## src/rtl/thresh_presets_sequencer.sv

```systemverilog
// Preset sequencer: next/prev buttons step through up to 16 threshold/timer presets,
// presenting the active preset live and offering each new selection over valid/ready.
module thresh_presets_sequencer #(
    parameter int N_PRESETS   = 10,
    parameter int VAL_W       = 16,
    parameter int DEFAULT_IDX = 0,
    parameter int WRAP_EN     = 1,
    parameter logic [16*VAL_W-1:0] PRESET_THRESHOLDS = {16{VAL_W'(65000)}},
    parameter logic [16*VAL_W-1:0] PRESET_TIMERS     = {16{VAL_W'(65000)}}
) (
    input  logic             i_clk_20mhz,
    input  logic             i_rstn_20mhz,
    input  logic             i_btn_next,
    input  logic             i_btn_prev,
    output logic [3:0]       o_value_enum,
    output logic [VAL_W-1:0] o_value_thresh,
    output logic [VAL_W-1:0] o_value_timer,
    output logic             o_upd_valid,
    input  logic             i_upd_ready,
    output logic [3:0]       o_upd_enum,
    output logic [VAL_W-1:0] o_upd_thresh,
    output logic [VAL_W-1:0] o_upd_timer
);

    localparam logic [3:0] LAST_IDX = 4'(N_PRESETS - 1);
    localparam logic [3:0] DEF_IDX  = 4'(DEFAULT_IDX);

    // Entry 0 sits in the MSBs of each packed table.
    function automatic logic [VAL_W-1:0] thresh_of(input logic [3:0] k);
        return PRESET_THRESHOLDS[(16 - int'(k))*VAL_W-1 -: VAL_W];
    endfunction

    function automatic logic [VAL_W-1:0] timer_of(input logic [3:0] k);
        return PRESET_TIMERS[(16 - int'(k))*VAL_W-1 -: VAL_W];
    endfunction

    logic [3:0] idx_nxt;
    logic       changed;
    logic       accept;
    logic       offer;
    logic       pending;

    // o_value_enum doubles as the index register.
    always_comb begin
        idx_nxt = o_value_enum;
        if (i_btn_next && !i_btn_prev) begin
            if (o_value_enum != LAST_IDX)
                idx_nxt = o_value_enum + 4'd1;
            else if (WRAP_EN != 0)
                idx_nxt = 4'd0;
        end else if (i_btn_prev && !i_btn_next) begin
            if (o_value_enum != 4'd0)
                idx_nxt = o_value_enum - 4'd1;
            else if (WRAP_EN != 0)
                idx_nxt = LAST_IDX;
        end
    end

    assign changed = (idx_nxt != o_value_enum);
    assign accept  = o_upd_valid && i_upd_ready;
    assign offer   = (!o_upd_valid || accept) && (changed || pending);

    always_ff @(posedge i_clk_20mhz) begin
        if (!i_rstn_20mhz) begin
            o_value_enum   <= DEF_IDX;
            o_value_thresh <= thresh_of(DEF_IDX);
            o_value_timer  <= timer_of(DEF_IDX);
            o_upd_valid    <= 1'b0;
            o_upd_enum     <= DEF_IDX;
            o_upd_thresh   <= thresh_of(DEF_IDX);
            o_upd_timer    <= timer_of(DEF_IDX);
            pending        <= 1'b1;
        end else begin
            o_value_enum   <= idx_nxt;
            o_value_thresh <= thresh_of(idx_nxt);
            o_value_timer  <= timer_of(idx_nxt);
            if (offer) begin
                o_upd_valid  <= 1'b1;
                o_upd_enum   <= idx_nxt;
                o_upd_thresh <= thresh_of(idx_nxt);
                o_upd_timer  <= timer_of(idx_nxt);
                pending      <= 1'b0;
            end else begin
                // Payload stays frozen while an offer is outstanding; later moves collapse.
                if (accept)
                    o_upd_valid <= 1'b0;
                if (changed)
                    pending <= 1'b1;
            end
        end
    end

endmodule
```

## config.mk

```make
export PLATFORM = sky130hd
export DESIGN_NAME = thresh_presets_sequencer
export DESIGN_NICKNAME = d
export VERILOG_FILES = /design/src/rtl/thresh_presets_sequencer.sv
export SDC_FILE = /design/constraint.sdc
export NUM_CORES = 1
export LEC_CHECK = 0
export ABC_AREA = 1
export CAP_MARGIN = 20
export CORE_UTILIZATION = 34
export CTS_CLUSTER_DIAMETER = 50
export DETAILED_ROUTE_END_ITERATION = 16
export HOLD_SLACK_MARGIN = 0.02
export PLACE_DENSITY = 0.9
export SLEW_MARGIN = 10
export SYNTH_ARGS = -nofsm -noshare
export SYNTH_HDL_FRONTEND = slang
export SYNTH_SLANG_ARGS = --single-unit
```

## constraint.sdc

```tcl
create_clock -name i_clk_20mhz -period 1.5 [get_ports i_clk_20mhz]
set_input_delay 0.45 -clock i_clk_20mhz [delete_from_list [all_inputs] [get_ports i_clk_20mhz]]
set_output_delay 0.45 -clock i_clk_20mhz [all_outputs]
set_load 0.05 [all_outputs]
```

Word-level counts from Yosys, hierarchy flattened
Cells that the tools add are included.

storage, ports and cells
  register bits after elaboration = 42
  input bits = 5
  output and inout bits = 73
  word-level logic and storage cells = 33

cells by class
  add/subtract/negate cells = 4
  equality and inequality tests = 2
  shift operators = 1
  multiplexer cells = 8
  reductions and logical operators = 12

operators with widths
  operator                      count
  $shiftx A271 B11 Y16 const A  1
  $mux W4                       4
  $sub A10 B2 Y11 const B       1
  $sub A5 B4 Y6 const A         1
  $add A4 B1 Y4 const B         1
  $logic_and A1 B1 Y1           4
  $mux W1                       4
  $ne A4 B4 Y1                  1
  $ne A4 B4 Y1 const B          1
  $reduce_bool A2 Y1            2
  $reduce_bool A4 Y1            1
  $sub A4 B1 Y4 const B         1
  $logic_not A1 Y1              3
  $logic_or A1 B1 Y1            2

Longest topological paths before layout
  depth in word-level cells = 8
  mapped depth = 9
  depth with buffers taken out = 9

Worst setup path before layout
Ideal clock, no wire load.

  kind = flip-flop to output port
  start = register o_upd_timer[14] (netlist name)
  end = output o_upd_thresh[10]
  arrival time = 1.277 ns
  required time = 1.050 ns
  path slack = -0.227 ns
  stages on the path, launching flop included = 2
  buffers on the path = 1
  cells stage by stage = dfxtp_1 > buf_4

RTL lines
  item       RTL line  source
  to (decl)  21        output logic [VAL_W-1:0] o_upd_thresh,

==> qor.log <==
INFO  synth          synth.top_cell.area_share=44.23%
INFO  synth          post_synthesis_compound_gate_area_fraction=5.707%
INFO  cells_and_area area.growth.synth_to_final=90.37%
INFO  placement      worst_slack_at_placement=-0.2496ns
INFO  synth          share_of_synthesized_cell_area_in_full_adder_half_adder_and_majority_cells=0%
INFO  timing         grt_setup_unrepaired=true
INFO  timing         fin_ws=0.009136ns
INFO  synth          synth_xor_xnor_area_share=0%
INFO  clock_tree     clkSlewWorstSetupHoldPaths=0.08ns
INFO  synth          synth_area_per_cell=7.110um2
INFO  critical_path  path_class=reg -> out
INFO  drt            avgRoutedWirePerCell=15.42um
INFO  timing         min_cycle_time_layout=1.491ns
INFO  cells_and_area final-seq-area=249.0um2
INFO  die            die_h=57.63um
INFO  cells_and_area fin_nets=179
INFO  timing         totalNegativeSetupSlack=0ns
INFO  clock_tree     cts.sink_count=12
INFO  cells_and_area drive_gt1_share=49.13%
INFO  synth          combinational_family_with_the_most_area_after_synthesis=buffers and inverters
INFO  synth          synthTopCellsByArea=sky130_fd_sc_hd__buf_4 (44%), sky130_fd_sc_hd__dfxtp_1 (23%), sky130_fd_sc_hd__nand2_1 (5.7%)
INFO  global_routing overflow=0
INFO  global_routing first_global_vias=789
INFO  critical_path  timing.critical_path.required=1.05ns
INFO  placement      post-dp-hpwl=2075um
INFO  synth          yosysTopAreaCell=sky130_fd_sc_hd__buf_4
INFO  worst_hold_path holdCritPathClass=reg -> reg
INFO  cells_and_area final_area=0.002003mm2
INFO  synth          syn-instance-count=148
INFO  clock_tree     cts_inserted_buffers=3
INFO  outcome        violations=DRC
INFO  synth          synth-seq-cells=12
INFO  die            io_pins=78
INFO  synth          yosys.area_share.simple=20.81%
INFO  synth          yosys-mux-area-fraction=0%
INFO  global_routing grt_pass1_wl=4312um
INFO  placement      place.port_buffers=57
INFO  drt            final_antenna_net_count=0
INFO  synth          synth.cell_area=0.001052mm2
INFO  clock_tree     clk_root_buffer_cell=sky130_fd_sc_hd__clkbuf_4
INFO  power          pwr_density_cell=679.1mW/mm2
INFO  critical_path  start_kind=flip-flop
INFO  clock_tree     cts_buffer_depth=2
INFO  synth          ys_warn_count=0
INFO  global_routing grt_max_degree=15
INFO  clock_tree     htree_num_levels=1
INFO  clock_tree     cts_hold_repair.buffers=0
INFO  placement      place.gp.congestion=0.9517
INFO  timing         fmaxAchievable=670.8MHz
INFO  critical_path  end_kind=output pin
INFO  drt            detailedRoute.firstPassIterationCount=11
INFO  outcome        status=complete, but fails checks
INFO  die            die_w=57.63um
INFO  timing         setup_violations=0
INFO  drt            detail_route.iter0.violations=34
INFO  synth          synth_ff_type=sky130_fd_sc_hd__dfxtp_1
INFO  run            maxCapViolations=0
INFO  timing         hold_violations=0
INFO  synth          async_reset_ff_share=0%
INFO  cells_and_area antennaDiodeCount=0
INFO  synth          synthTopCellsByCount=sky130_fd_sc_hd__buf_4 (62), sky130_fd_sc_hd__nand2_1 (16), sky130_fd_sc_hd__dfxtp_1 (12), sky130_fd_sc_hd__nor2_1 (12), sky130_fd_sc_hd__inv_1 (10)
INFO  critical_path  worst-endpoint-arrival=1.04ns
INFO  cells_and_area fillerInstances=180
INFO  power          leakagePower=1.004nW
INFO  die            start_util=36.89%
INFO  clock_tree     cts.repair_timing.setup_buffer_count=0
INFO  global_routing grtUsageTotal=17.22%
INFO  die            fp.dieArea=0.003321mm2
INFO  clock_tree     insertion_delay=0.28ns
INFO  global_routing grt_antenna_before_repair=0
INFO  die            rows=19
INFO  timing         maxSlewViolCount=0
INFO  drt            finalWirelength=3145um
INFO  drt            number_of_vias_per_cell=4.471
INFO  synth          edff_count_synth=0
INFO  placement      place_inst=197
INFO  drt            drt_drc_violations_left=9
INFO  clock_tree     cts_tree=yes
INFO  timing         final.setup_skew=0.005808ns
INFO  synth          post_synth_num_cell_types=18
INFO  cells_and_area multi_input_comb_area=380.4um2
INFO  power          max-vdd-ir-drop=0.0004027V
INFO  critical_path  path_max_fanout=5
INFO  placement      post_place_cell_area=0.001852mm2
INFO  die            placeableCoreArea=0.002853mm2
INFO  timing         final.period_utilization=99.39%
INFO  worst_hold_path whs_path_depth=2
INFO  synth          synthMostInstantiatedCell=sky130_fd_sc_hd__buf_4
INFO  critical_path  worstRegToRegCells=8
INFO  drt            routed_vias=912
INFO  cells_and_area final_standard_cell_count_with_taps_included_and_fillers_excluded=204
INFO  synth          ys_seq_area_share=22.83%
[where the power goes]
part	switching (mW)	internal, mW
Sequential	0.0442	0.342
Clock	0.121	0.148
Combinational	0.434	0.271
[repair_timing]
item                                    in CTS  in global routing
endpoints found under the setup margin      31                 51
gates resized for setup                      3                 10
gates cloned                                 1                  2
[per-layer routing]
metal / GRT usage [%] / wire length (um) / up-vias
met5: 0 / 0 / -
met1: 19.56 / 1051 / 422
met2: 32.06 / 1752 / 62
met3: 3.571 / 318 / 3
met4: 5.226 / 23 / 0
li1: - / - / 425
[area by class of cell]
class / instances / area share [%]
repair buffers: 65 / 62.40
clock buffers: 4 / 1.811
multi-input cells: 79 / 18.99
inverters: 13 / 2.436
flip-flops and latches: 12 / 12.43
well taps: 31 / 1.936
[cells in the final DEF (no fill, tap or decap), drive strengths merged]
| cell type | instances |
|---|---|
| nand2 | 20 |
| or2 | 1 |
| clkdlybuf4s50 | 2 |
| dlymetal6s2s | 2 |
| conb | 21 |
| inv | 13 |
| o21ai | 6 |
| dfxtp | 12 |
| buf | 59 |
| nand3 | 8 |
| nor2 | 15 |
| nand3b | 2 |
| clkbuf | 6 |
| a21oi | 6 |
[worst max-delay path, stage by stage, from the launching register on]
cell and delay, ns:
sky130_fd_sc_hd__dfxtp_4 0.43, sky130_fd_sc_hd__clkbuf_16 0.19, sky130_fd_sc_hd__buf_12 0.14
[through the flow]
step | hold WS (ns) | power, mW | utilization (%)
finish | 0.5288 | 1.360 | 70.22
global route | 0.5552 | 1.409 | 70.22
floorplan | 0.5262 | 0.8474 | -
CTS | 0.5167 | 1.321 | 67.32
global placement | 0.5118 | 1.038 | 64.91
detailed placement | 0.5057 | 1.051 | 64.91
[worst paths after layout]
kind / startpoint / to / slack (ns)
worst max-delay path: o_value_timer[14]$_SDFF_PN1_ / o_value_timer[3] / 0.009
worst min-delay path: o_upd_enum[2]$_SDFFE_PN0P_ / o_upd_enum[2]$_SDFFE_PN0P_ / 0.53
worst max register to register: o_value_enum[1]$_SDFF_PN0_ / o_upd_enum[3]$_SDFFE_PN0P_ / 0.29
worst min register to register: o_upd_enum[2]$_SDFFE_PN0P_ / o_upd_enum[2]$_SDFFE_PN0P_ / 0.53
[registers in the layout, summed over array words and instances (netlist names)]
name and flops:
o_upd_valid 1, pending 1, o_upd_timer 1, o_upd_enum 4
o_value_enum 4, o_value_timer 1
[kinds of logic (layout without fill, tap and decap cells)]
| family | after synthesis | count (layout) |
|---|---|---|
| compound gates | 12 | 12 |
| buf+inv | 76 | 82 |
| other cells | 2 | 21 |
| simple gates | 46 | 46 |
| flops | 12 | 12 |
Power figures use the tool's default switching activity.
==> RTL change (same settings) <==
The parameter `WRAP_EN` goes from 1 to 0.
--- a/src/rtl/thresh_presets_sequencer.sv
+++ b/src/rtl/thresh_presets_sequencer.sv
@@ -4,7 +4,7 @@
     parameter int N_PRESETS   = 10,
     parameter int VAL_W       = 16,
     parameter int DEFAULT_IDX = 0,
-    parameter int WRAP_EN     = 1,
+    parameter int WRAP_EN     = 0,
     parameter logic [16*VAL_W-1:0] PRESET_THRESHOLDS = {16{VAL_W'(65000)}},
     parameter logic [16*VAL_W-1:0] PRESET_TIMERS     = {16{VAL_W'(65000)}}
 ) (
Check against the original RTL: not equivalent (a bounded check fails within 4 cycles, from zero or initial values and one cycle with i_rstn_20mhz low).
==> RTL change against the unedited design <==
  * Non-clock buffer count is 9 higher
  * Global-route usage decreased by 3.6 points
  * Cell count increased by 11%
  * Clock power down 4%
  * Design area rose by 9.3%
  * Sequential cell count did not move
  * Power grew 6.4%
  * Via count unchanged
  * Wire length shrank 14%
  * Synthesized area up 5.9%
  * Count of clock-buffer cells in the layout stayed put
  * Sequential power hardly changed
  * Setup slack better by 0.013 ns
  * Critical path depth unchanged
  * Highest routed layer unchanged
==> RTL change: results <==
[grt]
grtUsageMet2_pct = 25.2
grt_pass1_wl_microns = 3620
track_usage_pct = 13.6
use_met3_pct = 2.84
grt_max_degree = 12
grt_util_met1_pct = 14.2
grt_pass1_vias = 752

[layout]
buf_share_pct = 60.9
multi_input_gates = 81
clock_tree_area_fraction_pct = 1.66
drive_gt1_share_pct = 55.2
design_area_sq_um = 2190
fill_cells = 206
nNonClkInverters = 12
multi_input_area_sq_um = 459
fin_nets = 192
sh_seq_area_pct = 11.7
buffers = 74

[detailed_routing]
drtPass1Iterations = 5
via_count = 912
drc_errors = 0
drt_iter0_markers = 32
route.detailed.wl_per_inst_microns = 11.9
met1_length_microns = 1010
wl_met2_microns = 1470
wl_met3_microns = 169

[timing]
fin_crit_ns = 1.48
fin_worst_skew_ns = 0.00383
whs_ns = 0.533

[hold_path]
min_to = "o_upd_enum[0]"
hold_start = "o_upd_enum[0]"

[placement]
place_ws_ns = -0.323
place_inst = 215
routabilityCongestion = 0.814
hpwl_microns = 1910

[logic_synthesis]
synthCells = 148
seq_area_frac_synth_pct = 21.5
synth_common_cells = "62 x buf_4, 16 x nand2_1, 12 x dfxtp_1"
ys_types = 23
synth_adder_area_share_pct = 3.37
synth.area.top_cells = "buf_4 42%, dfxtp_1 22%, nand2_1 5.4%, ha_1 3.4%, inv_1 3.4%"
synth_compound_area_share_pct = 6.62

[critical_path]
reg2reg_setup_slack_ns = 0.05
reg2reg_depth = 8
reg2reg_to = "o_upd_thresh[14]"

[run_status]
status = "complete, no violations"

[clock_network]
cts_setup_buffers = 1

[power_and_ir_drop]
ir_drop_v = 0.000562
p_leak_uw = 0.00108
switching_share_pct = 43.6

[die]
core-area_sq_um = 3080
-- RTL change: cell types whose count changed in the layout (fill, tap and decap cells not counted), sizes merged, moves of 2 or more --
| cell | unedited run | this run |
|---|---|---|
| buf | 59 | 68 |
| ha | 0 | 3 |
| nand3 | 8 | 6 |
| xor2 | 0 | 2 |
| nor2 | 15 | 9 |
| nand4 | 0 | 2 |
-- RTL change: worst max path at each step --
stage / end
2_1_floorplan: o_upd_enum[1]
3_3_place_gp: o_upd_enum[1]
3_5_place_dp: o_upd_enum[1]
4_1_cts: o_value_timer[8]
5_1_grt: o_upd_thresh[14]
6_report: o_value_timer[13]
-- RTL change: worst max-delay path, cell delays in order (launching register included) --
cell and delay, ns:
dfxtp_4 0.43, clkbuf_16 0.18, buf_12 0.13
-- RTL change: power by group through the flow --
stage | Clock [uW] | Sequential, uW | Combinational [uW]
after CTS | 256 | 385 | 757
after global routing | 272 | 391 | 842
final | 258 | 386 | 804
after detailed placement | 0 | 392 | 747
after floorplan | 0 | 476 | 423
after global placement | 0 | 392 | 734
